===== src/rtl/alu_arbiter.sv =====
// Two-requester front end for a shared combinational ALU: grants one requester at a time,
// sequences the operation (with extra hold cycles for mul/div) and presents a held response.
module alu_arbiter #(
  parameter int MULDIV_WAIT = 2
) (
  input  logic        clk,
  input  logic        rst,
  input  logic        req0_valid,
  output logic        req0_ready,
  input  logic [2:0]  req0_op,
  input  logic [15:0] req0_a,
  input  logic [15:0] req0_b,
  input  logic        req1_valid,
  output logic        req1_ready,
  input  logic [2:0]  req1_op,
  input  logic [15:0] req1_a,
  input  logic [15:0] req1_b,
  output logic [15:0] alu_a,
  output logic [15:0] alu_b,
  output logic [2:0]  alu_ctrl,
  input  logic [15:0] alu_result,
  output logic        rsp_valid,
  input  logic        rsp_ready,
  output logic        rsp_id,
  output logic [15:0] rsp_data,
  output logic        rsp_err,
  output logic        busy
);

  typedef enum logic [1:0] {IDLE, EXEC, WAIT, RESP} state_t;

  localparam int CW = (MULDIV_WAIT > 1) ? $clog2(MULDIV_WAIT) : 1;
  localparam logic [CW-1:0] CNT_LAST = (MULDIV_WAIT > 0) ? CW'(MULDIV_WAIT - 1) : '0;

  state_t        state_q, state_d;
  logic [2:0]    op_q, op_d;
  logic [15:0]   a_q, a_d;
  logic [15:0]   b_q, b_d;
  logic          id_q, id_d;
  logic          last_grant_q, last_grant_d;
  logic [CW-1:0] cnt_q, cnt_d;
  logic [15:0]   data_q, data_d;
  logic          err_q, err_d;
  logic          grant_id;

  // On a tie the requester that did not win last time gets the slot.
  assign grant_id = (req0_valid && req1_valid) ? ~last_grant_q : req1_valid;

  always_ff @(posedge clk or posedge rst) begin
    if (rst) begin
      state_q      <= IDLE;
      op_q         <= '0;
      a_q          <= '0;
      b_q          <= '0;
      id_q         <= 1'b0;
      last_grant_q <= 1'b1;
      cnt_q        <= '0;
      data_q       <= '0;
      err_q        <= 1'b0;
    end else begin
      state_q      <= state_d;
      op_q         <= op_d;
      a_q          <= a_d;
      b_q          <= b_d;
      id_q         <= id_d;
      last_grant_q <= last_grant_d;
      cnt_q        <= cnt_d;
      data_q       <= data_d;
      err_q        <= err_d;
    end
  end

  always_comb begin
    state_d      = state_q;
    op_d         = op_q;
    a_d          = a_q;
    b_d          = b_q;
    id_d         = id_q;
    last_grant_d = last_grant_q;
    cnt_d        = cnt_q;
    data_d       = data_q;
    err_d        = err_q;
    case (state_q)
      IDLE: begin
        if (req0_ready || req1_ready) begin
          op_d         = req1_ready ? req1_op : req0_op;
          a_d          = req1_ready ? req1_a  : req0_a;
          b_d          = req1_ready ? req1_b  : req0_b;
          id_d         = req1_ready;
          last_grant_d = req1_ready;
          state_d      = EXEC;
        end
      end
      EXEC: begin
        cnt_d = '0;
        if (op_q[2:1] == 2'b11) begin
          data_d  = 16'h0000;
          err_d   = 1'b1;
          state_d = RESP;
        end else if (op_q == 3'b101 && b_q == 16'h0000) begin
          data_d  = 16'hFFFF;
          err_d   = 1'b1;
          state_d = RESP;
        end else if (op_q[2] && MULDIV_WAIT > 0) begin
          state_d = WAIT;
        end else begin
          data_d  = alu_result;
          err_d   = 1'b0;
          state_d = RESP;
        end
      end
      WAIT: begin
        if (cnt_q == CNT_LAST) begin
          data_d  = alu_result;
          err_d   = 1'b0;
          state_d = RESP;
        end else begin
          cnt_d = cnt_q + 1'b1;
        end
      end
      RESP: begin
        if (rsp_ready) state_d = IDLE;
      end
      default: state_d = IDLE;
    endcase
  end

  // Readies are gated by rst so they read low even while requesters hold valid in reset.
  always_comb begin
    req0_ready = 1'b0;
    req1_ready = 1'b0;
    if (!rst && state_q == IDLE) begin
      req0_ready = req0_valid && !grant_id;
      req1_ready = req1_valid && grant_id;
    end
    busy      = (state_q != IDLE);
    rsp_valid = (state_q == RESP);
    rsp_id    = id_q;
    rsp_data  = data_q;
    rsp_err   = err_q;
    alu_a     = a_q;
    alu_b     = b_q;
    alu_ctrl  = op_q;
  end

endmodule


===== config.mk =====
export PLATFORM = sky130hd
export DESIGN_NAME = alu_arbiter
export DESIGN_NICKNAME = d
export VERILOG_FILES = /design/src/rtl/alu_arbiter.sv
export SDC_FILE = /design/constraint.sdc
export NUM_CORES = 1
export LEC_CHECK = 0
export ABC_AREA = 0
export CAP_MARGIN = 20
export CORE_UTILIZATION = 30
export DETAILED_ROUTE_END_ITERATION = 12
export HOLD_SLACK_MARGIN = 0.1
export PLACE_DENSITY = 0.66
export SLEW_MARGIN = 20
export SYNTH_ARGS = -nofsm -noshare
export SYNTH_HDL_FRONTEND = slang
export SYNTH_SLANG_ARGS = --single-unit
export TNS_END_PERCENT = 1

===== constraint.sdc =====
create_clock -name clk -period 2.2 [get_ports clk]
set_input_delay 0.33 -clock clk [delete_from_list [all_inputs] [get_ports clk]]
set_output_delay 0.33 -clock clk [all_outputs]
set_load 0.01 [all_outputs]

**After elaboration in Yosys (flattened, before gate mapping)**

Cells that the tools add are included.
Widths: inputs -> output; s select.

- Bits in registers: 57
- Input port bits: 91
- Output and inout bits: 57
- Word-level logic and storage cells: 60

- Add/subtract/negate cells: 1
- Equality and inequality tests: 9
- Muxes and demuxes: 25
- Bitwise operators: 1
- Reductions and logical operators: 15

Operators by type and width:

| kind | number |
|---|---|
| $mux 16 | 6 |
| $pmux 16 s2 | 1 |
| $logic_not 16->1 | 1 |
| $mux 1 | 11 |
| $pmux 2 s4 | 1 |
| $eq 2x2->1 const B | 3 |
| $mux 2 | 3 |
| $reduce_and 3->1 | 2 |
| $logic_and 1x1->1 | 5 |
| $ne 2x2->1 const B | 2 |
| $ne 4x4->1 const B | 1 |
| $pmux 1 s2 | 2 |
| $reduce_bool 2->1 | 2 |
| $eq 3x3->1 const B | 1 |
| $mux 3 | 1 |
| $eq 2x1->1 const B | 1 |
| $logic_not 1->1 | 2 |
| $logic_not 2->1 | 1 |
| $ne 2x1->1 const B | 1 |
| $reduce_and 2->1 | 1 |
| $add 1x1->1 const B | 1 |
| $logic_or 1x1->1 | 1 |
| $not 1->1 | 1 |

**Longest topological paths before layout**

Gate-level depths: netlist of run 1.

- Word-level depth: 8
- Depth in mapped cells: 8
- Gate-level depth less buffers: 7

**Worst setup path after synthesis of run 1**

Ideal clock, no wire load.

- Path type: register -> output
- From: register state_q[0]
- To: output port req1_ready
- Arrival time: 1.554 ns
- Required time: 1.870 ns
- Setup slack: 0.316 ns
- Stages on the path, launching flop included: 8
- Buffers on the path: 2
- Path through: dfrtp_1 -> inv_1 -> ha_1 -> nor2b_1 -> nand3_1 -> clkbuf_1 -> clkbuf_1 -> inv_1

- Longest elaborated chain between the ends: 3

Ends and longest elaborated chain:

| item | line | source |
|---|---|---|
| start, declared | 35 | `state_t state_q, state_d;` |
| start signal, assigned | 61 | `state_q <= state_d;` |
| $logic_not 2->1 | 132 | `if (!rst && state_q == IDLE) begin` |
| $logic_and 1x1->1 | 132 |  |
| $mux 1 | 132 |  |
| end, declared | 14 | `output logic req1_ready,` |

Every way passes these cells.

**Worst setup path in the final report of run 1**

- From: register b_q[14] (netlist: alu_b[14])
- To: register data_q[2] (netlist: rsp_data[2])

- Longest elaborated chain between the ends: 5
- Elaborated cells on any way between the ends: 7
- Those cells by class: eq/ne: 1; mux: 3; reduce/logical: 3

Ends and longest elaborated chain:

| item | line | source |
|---|---|---|
| start, declared | 38 | `logic [15:0] b_q, b_d;` |
| start signal, assigned | 54 | `b_q <= '0;` |
| start signal, assigned | 64 | `b_q <= b_d;` |
| $logic_not 16->1 (*) | 100 | `end else if (op_q == 3'b101 && b_q == 16'h0000) begin` |
| $logic_and 1x1->1 (*) | 100 |  |
| $mux 16 | 100 |  |
| $mux 16 | 96 | `if (op_q[2:1] == 2'b11) begin` |
| $pmux 16 s2 | 83 | `case (state_q)` |
| end signal, assigned | 68 | `data_q <= data_d;` |
| end, declared | 42 | `logic [15:0] data_q, data_d;` |

Mark *: on every way between the ends. The rest lies on a longest branch, timed or not.
A chain may end at the register's enable or synchronous reset.

==> flow_metrics.tcl, run 1 <==
set metrics [dict create \
    diodes 0 \
    grt_pass1_wl_um 11500 \
    use_met1 0.206 \
    cp.required_ns 2.37 \
    critical_path_class "reg -> reg" \
    p_sw_frac 0.346 \
    cts_tree "yes" \
    vias 2400 \
    antenna_found_initial 0 \
    dr.pass1.iters 4 \
    drv_cap 0 \
    critPathBufInv 0 \
    syn-mean-instance-area_sq_um 9.65 \
    synth.cell_area_sq_um 2510 \
    p_int_mw 3.82 \
    hold_class "reg -> reg" \
    detail-route-antenna-nets 0 \
    synth_nets 356 \
    final_util 0.547 \
    crit_path_cell_trace "nor4_1 -> nand4_1 -> o21a_1 -> a21o_1 -> o2bb2ai_1" \
    skew_ns 0.00547 \
    r2r_slack_ns 0.17 \
    pwr_density_cell_nw_per_um2 1350 \
    cellLeakagePower_nw 1.79 \
    rr_worst_depth 5 \
    start_util 0.317 \
    combinationalPowerShare 0.492 \
    start_kind "flip-flop" \
    dp_hpwl_um 5390 \
    port_buffers 147 \
    synthDistinctLibCells 28 \
    fin_ws_ns 0.173 \
    clockBufferDepth 2 \
    finalInstanceArea_sq_um 4340 \
    dpl_cell_area_sq_um 4080 \
    hold_path_depth 2 \
    final_hold_viol_count 0 \
    core_sq_um 7930 \
    cpMaxStageDelayCell "dfrtp_1" \
    r2r_start "alu_b[14]$_DFFE_PP0P_" \
    gr-usage-all-layers 0.170 \
    grt.overflow.total 0 \
    hold_start "last_grant_q$_DFFE_PP1P_" \
    ir_drop_mv 0.465 \
    cp-startpoint "alu_b[14]$_DFFE_PP0P_" \
    grt_use_met2 0.282 \
    area_growth_pct 72.7 \
    setup_viol 0 \
    final_cell_mix "clkdlybuf4s50_1, nor2_1, dfrtp_1, o22ai_1, o2bb2ai_1" \
    dp.cells 499 \
    min_to "last_grant_q$_DFFE_PP1P_" \
    critPathTopFamily "compound AO/OA/AOI/OAI gates" \
    wl_per_cell_um 13.9 \
    synth_seq_cells 57 \
    cp-end-kind "flip-flop" \
    synth_cells 260 \
    fin_crit_ns 2.03 \
    grt_max_degree 38 \
    holdBufCountCts 0 \
    die_w_um 93.5 \
    clk_pin_slew_ns 0.06 \
    wirelength_um 7190 \
    grt-busiest-layer "met2" \
    worstPathArrival_ns 2.20 \
    rsz0062_at_grt "no" \
    finalMaxSlewViolations 0 \
    ys_seq_area_frac 0.569 \
    dieArea_sq_um 8740 \
    cts.htree.levels 3 \
    layout_commonest_cell "clkdlybuf4s50_1" \
    num_rows 32 \
    fmax_mhz 493 \
    pre_cts_slack_ns -0.0813 \
    die_y_um 93.5 \
    drt-vias-per-instance 4.63 \
    numCtsBuffers 9 \
    crit_fanout 17 \
    ios 148 \
    worstMarginPinSlew_ns 0.683 \
    root_buffer "clkbuf_8" \
    hold-worst-slack_ns 0.465 \
    slowest_delay_ns 0.40 \
    p_seq_frac 0.327 \
    yosys_warnings 0 \
    clock_latency_ns 0.32 \
    drc_errors 0 \
    clkPwrFrac 0.181 \
    slew_headroom 0.544 \
    r2r-end "rsp_data[2]$_DFFE_PP0P_" \
    layout-drive-gt1-share 0.0841 \
    p_sw_mw 2.02 \
    final_cells 518 \
    grt_pass1_vias 2436 \
    outcome "completed" \
    grt_util_met3 0.0512 \
    place_congestion 0.815 \
    fin_crit_sh 0.921 \
    fin_nets 507 \
    drt-initial-drc-count 38 \
    clock_sinks 57 \
]
## registers in the layout, summed over array words and instances, names as in the netlist
name / cells
alu_a: 16
alu_b: 16
rsp_data: 16
alu_ctrl: 3
state_q: 2
cnt_q: 1
last_grant_q: 1
rsp_err: 1
rsp_id: 1
## final cells by class
cell class,instances,area (sq um)
clock buffers,11,141
clock inverters,5,78.8
well taps,102,128
repair buffers,156,1550
inverters,8,30.0
flip-flops and latches,57,1430
multi-input cells,179,981
fillers,743,3590
## synthesized netlist by cell type, drive strengths merged
master | n | area share
a32oi | 1 | 0.0035
a21oi | 1 | 0.0020
nand3 | 4 | 0.0080
buf | 5 | 0.017
o21a | 2 | 0.0060
o221a | 1 | 0.0045
clkbuf | 11 | 0.016
nand2 | 7 | 0.010
dfrtp | 56 | 0.56
ha | 5 | 0.025
o2bb2ai | 16 | 0.056
a21o | 1 | 0.0030
nor2b | 2 | 0.0050
nor3 | 2 | 0.0060
o22ai | 35 | 0.087
o21ai | 2 | 0.0040
nor4 | 3 | 0.0075
inv | 8 | 0.012
nor2 | 90 | 0.13
dfstp | 1 | 0.010
nand4 | 1 | 0.0025
nand3b | 1 | 0.0030
nand2b | 3 | 0.0075
mux2 | 1 | 0.0045
a2bb2oi | 1 | 0.0060
## stage by stage
step	power (mW)	setup TNS, ns
after global placement	4.68	0
after floorplan	3.35	0
after CTS	5.91	0
after global routing	6.28	0
after detailed placement	4.75	-0.876
final	5.84	0
## how the worst max path moves through the flow
stage / to / slack (ns) / depth (start not counted)
floorplan: req1_ready / 0.32 / 7
global placement: rsp_data[7]$_DFFE_PP0P_ / 0.07 / 7
detailed placement: rsp_data[2]$_DFFE_PP0P_ / -0.08 / 7
CTS: rsp_data[2]$_DFFE_PP0P_ / 0.03 / 7
global route: rsp_data[9]$_DFFE_PP0P_ / 0.04 / 5
finish: rsp_data[2]$_DFFE_PP0P_ / 0.17 / 5
## tightest hold or removal path, cell delays in order (launching register included)
cell     delay (ns)
dfstp_2        0.37
nand2_1        0.05
nand2_1        0.04
## logic make-up (layout without fill, tap and decap cells)
family | Yosys count | after routing | synth area share
buffers and inverters | 24 | 180 | 0.0454
muxes | 1 | 1 | 0.00449
and+or+nand+nor | 113 | 113 | 0.184
DFF | 57 | 57 | 0.569
adders and majority gates | 5 | 5 | 0.0249
AOI/OAI and AO/OA | 60 | 60 | 0.172
## per-layer routing
layer | vias up | routed length (um)
li1 | 1199 | -
met2 | 88 | 3500
met5 | - | 0
met1 | 1109 | 3070
met3 | 4 | 567
met4 | 0 | 53
## power groups by stage
stage | logic, mW | registers (mW) | clock network (mW)
final | 2.87 | 1.91 | 1.06
after global routing | 3.14 | 1.99 | 1.15
after CTS | 2.90 | 1.91 | 1.10
after detailed placement | 2.83 | 1.93 | 0
after global placement | 2.77 | 1.92 | 0
after floorplan | 1.24 | 2.12 | 0
## repair_timing
item,4_1_cts,5_1_grt
setup endpoints to repair,18,0
setup buffers,3,0
gates resized for setup,7,0
Power figures use the tool's default switching activity.
==> run 2, diff against run 1 <==
- MAX_ROUTING_LAYER: not set -> met4
==> run 2 against run 1 <==
  * Sequential share of layout area is the same
  * Sequential power is essentially flat
  * Non-clock buffer count is the same
  * Via count grew 0.88%
  * Flip-flop and latch count is the same
  * Worst setup slack gained 0.015 ns
  * Largest cell class unchanged
  * Largest power group unchanged
==> flow_metrics.tcl, run 2 (synthesis gave the netlist of run 1 again) <==
set metrics [dict create \
    outcome "completed" \
    drt-initial-drc-count 53 \
    crit_path_cell_trace "nor4_1 -> nand4_1 -> o21a_1 -> a21o_1 -> o2bb2ai_1" \
    dieArea_sq_um 8740 \
    worstPathArrival_ns 2.19 \
    port_buffers 147 \
    drv_cap 0 \
    drc_errors 0 \
    grt.overflow.total 0 \
    r2r_slack_ns 0.19 \
    dp_hpwl_um 5390 \
    die_w_um 93.5 \
    hold_class "reg -> reg" \
    worstMarginPinSlew_ns 0.682 \
    start_kind "flip-flop" \
    cts.htree.levels 3 \
    diodes 0 \
    grt_use_met2 0.282 \
    hold-worst-slack_ns 0.465 \
    grt_pass1_wl_um 11500 \
    slew_headroom 0.545 \
    cellLeakagePower_nw 1.79 \
    critPathBufInv 0 \
    fillers 743 \
    ir_drop_mv 0.465 \
    hold_path_depth 2 \
    final_util 0.547 \
    setup_viol 0 \
    final_hold_viol_count 0 \
    critPathTopFamily "compound AO/OA/AOI/OAI gates" \
    clockBufferDepth 2 \
    fin_nets 507 \
    gr-usage-all-layers 0.175 \
    final_cell_mix "clkdlybuf4s50_1, nor2_1, dfrtp_1, o22ai_1, o2bb2ai_1" \
    detail-route-antenna-nets 0 \
    skew_ns 0.00609 \
    slowest_delay_ns 0.40 \
    layout-drive-gt1-share 0.0841 \
    start_util 0.317 \
    layout_commonest_cell "clkdlybuf4s50_1" \
    clock_sinks 57 \
    area_growth_pct 72.7 \
    core_sq_um 7930 \
    grt-busiest-layer "met2" \
    clock_latency_ns 0.32 \
    grt_pass1_vias 2435 \
    fin_crit_ns 2.01 \
    cpMaxStageDelayCell "dfrtp_1" \
    r2r_start "alu_b[14]$_DFFE_PP0P_" \
    tns_ns 0 \
    fin_crit_sh 0.914 \
    clk_pin_slew_ns 0.06 \
    crit_fanout 17 \
    finalMaxSlewViolations 0 \
    cp.required_ns 2.38 \
    antenna_found_initial 0 \
    min_to "last_grant_q$_DFFE_PP1P_" \
    wl_per_cell_um 13.9 \
    fmax_mhz 497 \
    vias 2421 \
    drt-vias-per-instance 4.67 \
    numCtsBuffers 9 \
    cp_num_cells 5 \
    grt_util_met3 0.0415 \
    pwr_density_cell_nw_per_um2 1350 \
    use_met1 0.212 \
    num_rows 32 \
    cts_tree "yes" \
    grt_max_degree 38 \
    root_buffer "clkbuf_8" \
    cp-end-kind "flip-flop" \
    r2r-end "rsp_data[2]$_DFFE_PP0P_" \
    holdBufCountCts 0 \
    ios 148 \
    critical_path_class "reg -> reg" \
    hold_start "last_grant_q$_DFFE_PP1P_" \
    dr.pass1.iters 4 \
    die_y_um 93.5 \
    rr_worst_depth 5 \
    cp-startpoint "alu_b[14]$_DFFE_PP0P_" \
    total_power_mw 5.84 \
    rsz0062_at_grt "no" \
    place_congestion 0.827 \
    wirelength_um 7190 \
]
-- run 2: final cells by class --
type / count / area [sq um] / share of cell area
inverters: 8 / 30.0 / 0.00693
repair buffers: 156 / 1550 / 0.357
flip-flops and latches: 57 / 1430 / 0.329
well taps: 102 / 128 / 0.0294
clock inverters: 5 / 78.8 / 0.0182
multi-input cells: 179 / 981 / 0.226
clock buffers: 11 / 141 / 0.0326
-- run 2: per-stage QoR --
step                      std cells  cell area (sq um)  worst slack, ns
after detailed placement        499               4080          -0.0813
after CTS                       518               4330           0.0253
after floorplan                 260               2510            0.316
after global placement          499               4080           0.0708
after global routing            518               4340           0.0416
final                           518               4340            0.188
-- run 2: routing by layer --
layer / wire (um) / up-vias
met1: 3110 / 1126
met3: 495 / 7
met5: 0 / -
li1: - / 1200
met2: 3490 / 88
met4: 88 / 0
-- run 2: worst max-delay path by stage --
| stage | slack [ns] | endpoint |
|---|---|---|
| floorplan | 0.32 | req1_ready |
| finish | 0.19 | rsp_data[2]$_DFFE_PP0P_ |
| detailed placement | -0.08 | rsp_data[2]$_DFFE_PP0P_ |
| global route | 0.04 | rsp_data[9]$_DFFE_PP0P_ |
| global placement | 0.07 | rsp_data[7]$_DFFE_PP0P_ |
| CTS | 0.03 | rsp_data[2]$_DFFE_PP0P_ |
-- run 2: worst register-to-register path, stage by stage, from the launching register on --
cell       delay (ns)
dfrtp_1          0.40
nor4_1           0.34
nand4_1          0.25
o21a_1           0.26
a21o_1           0.38
o2bb2ai_1        0.22
-- run 2: power by group --
part / internal, mW / switching, mW / leakage, nW
Sequential: 1.59 / 0.324 / 0.659
Clock: 0.667 / 0.395 / 0.113
Combinational: 1.56 / 1.30 / 1.02
-- run 2: timing repair --
action,in CTS,in global routing
setup buffers,3,0
resized for setup,7,0
endpoints found under the setup margin,18,0
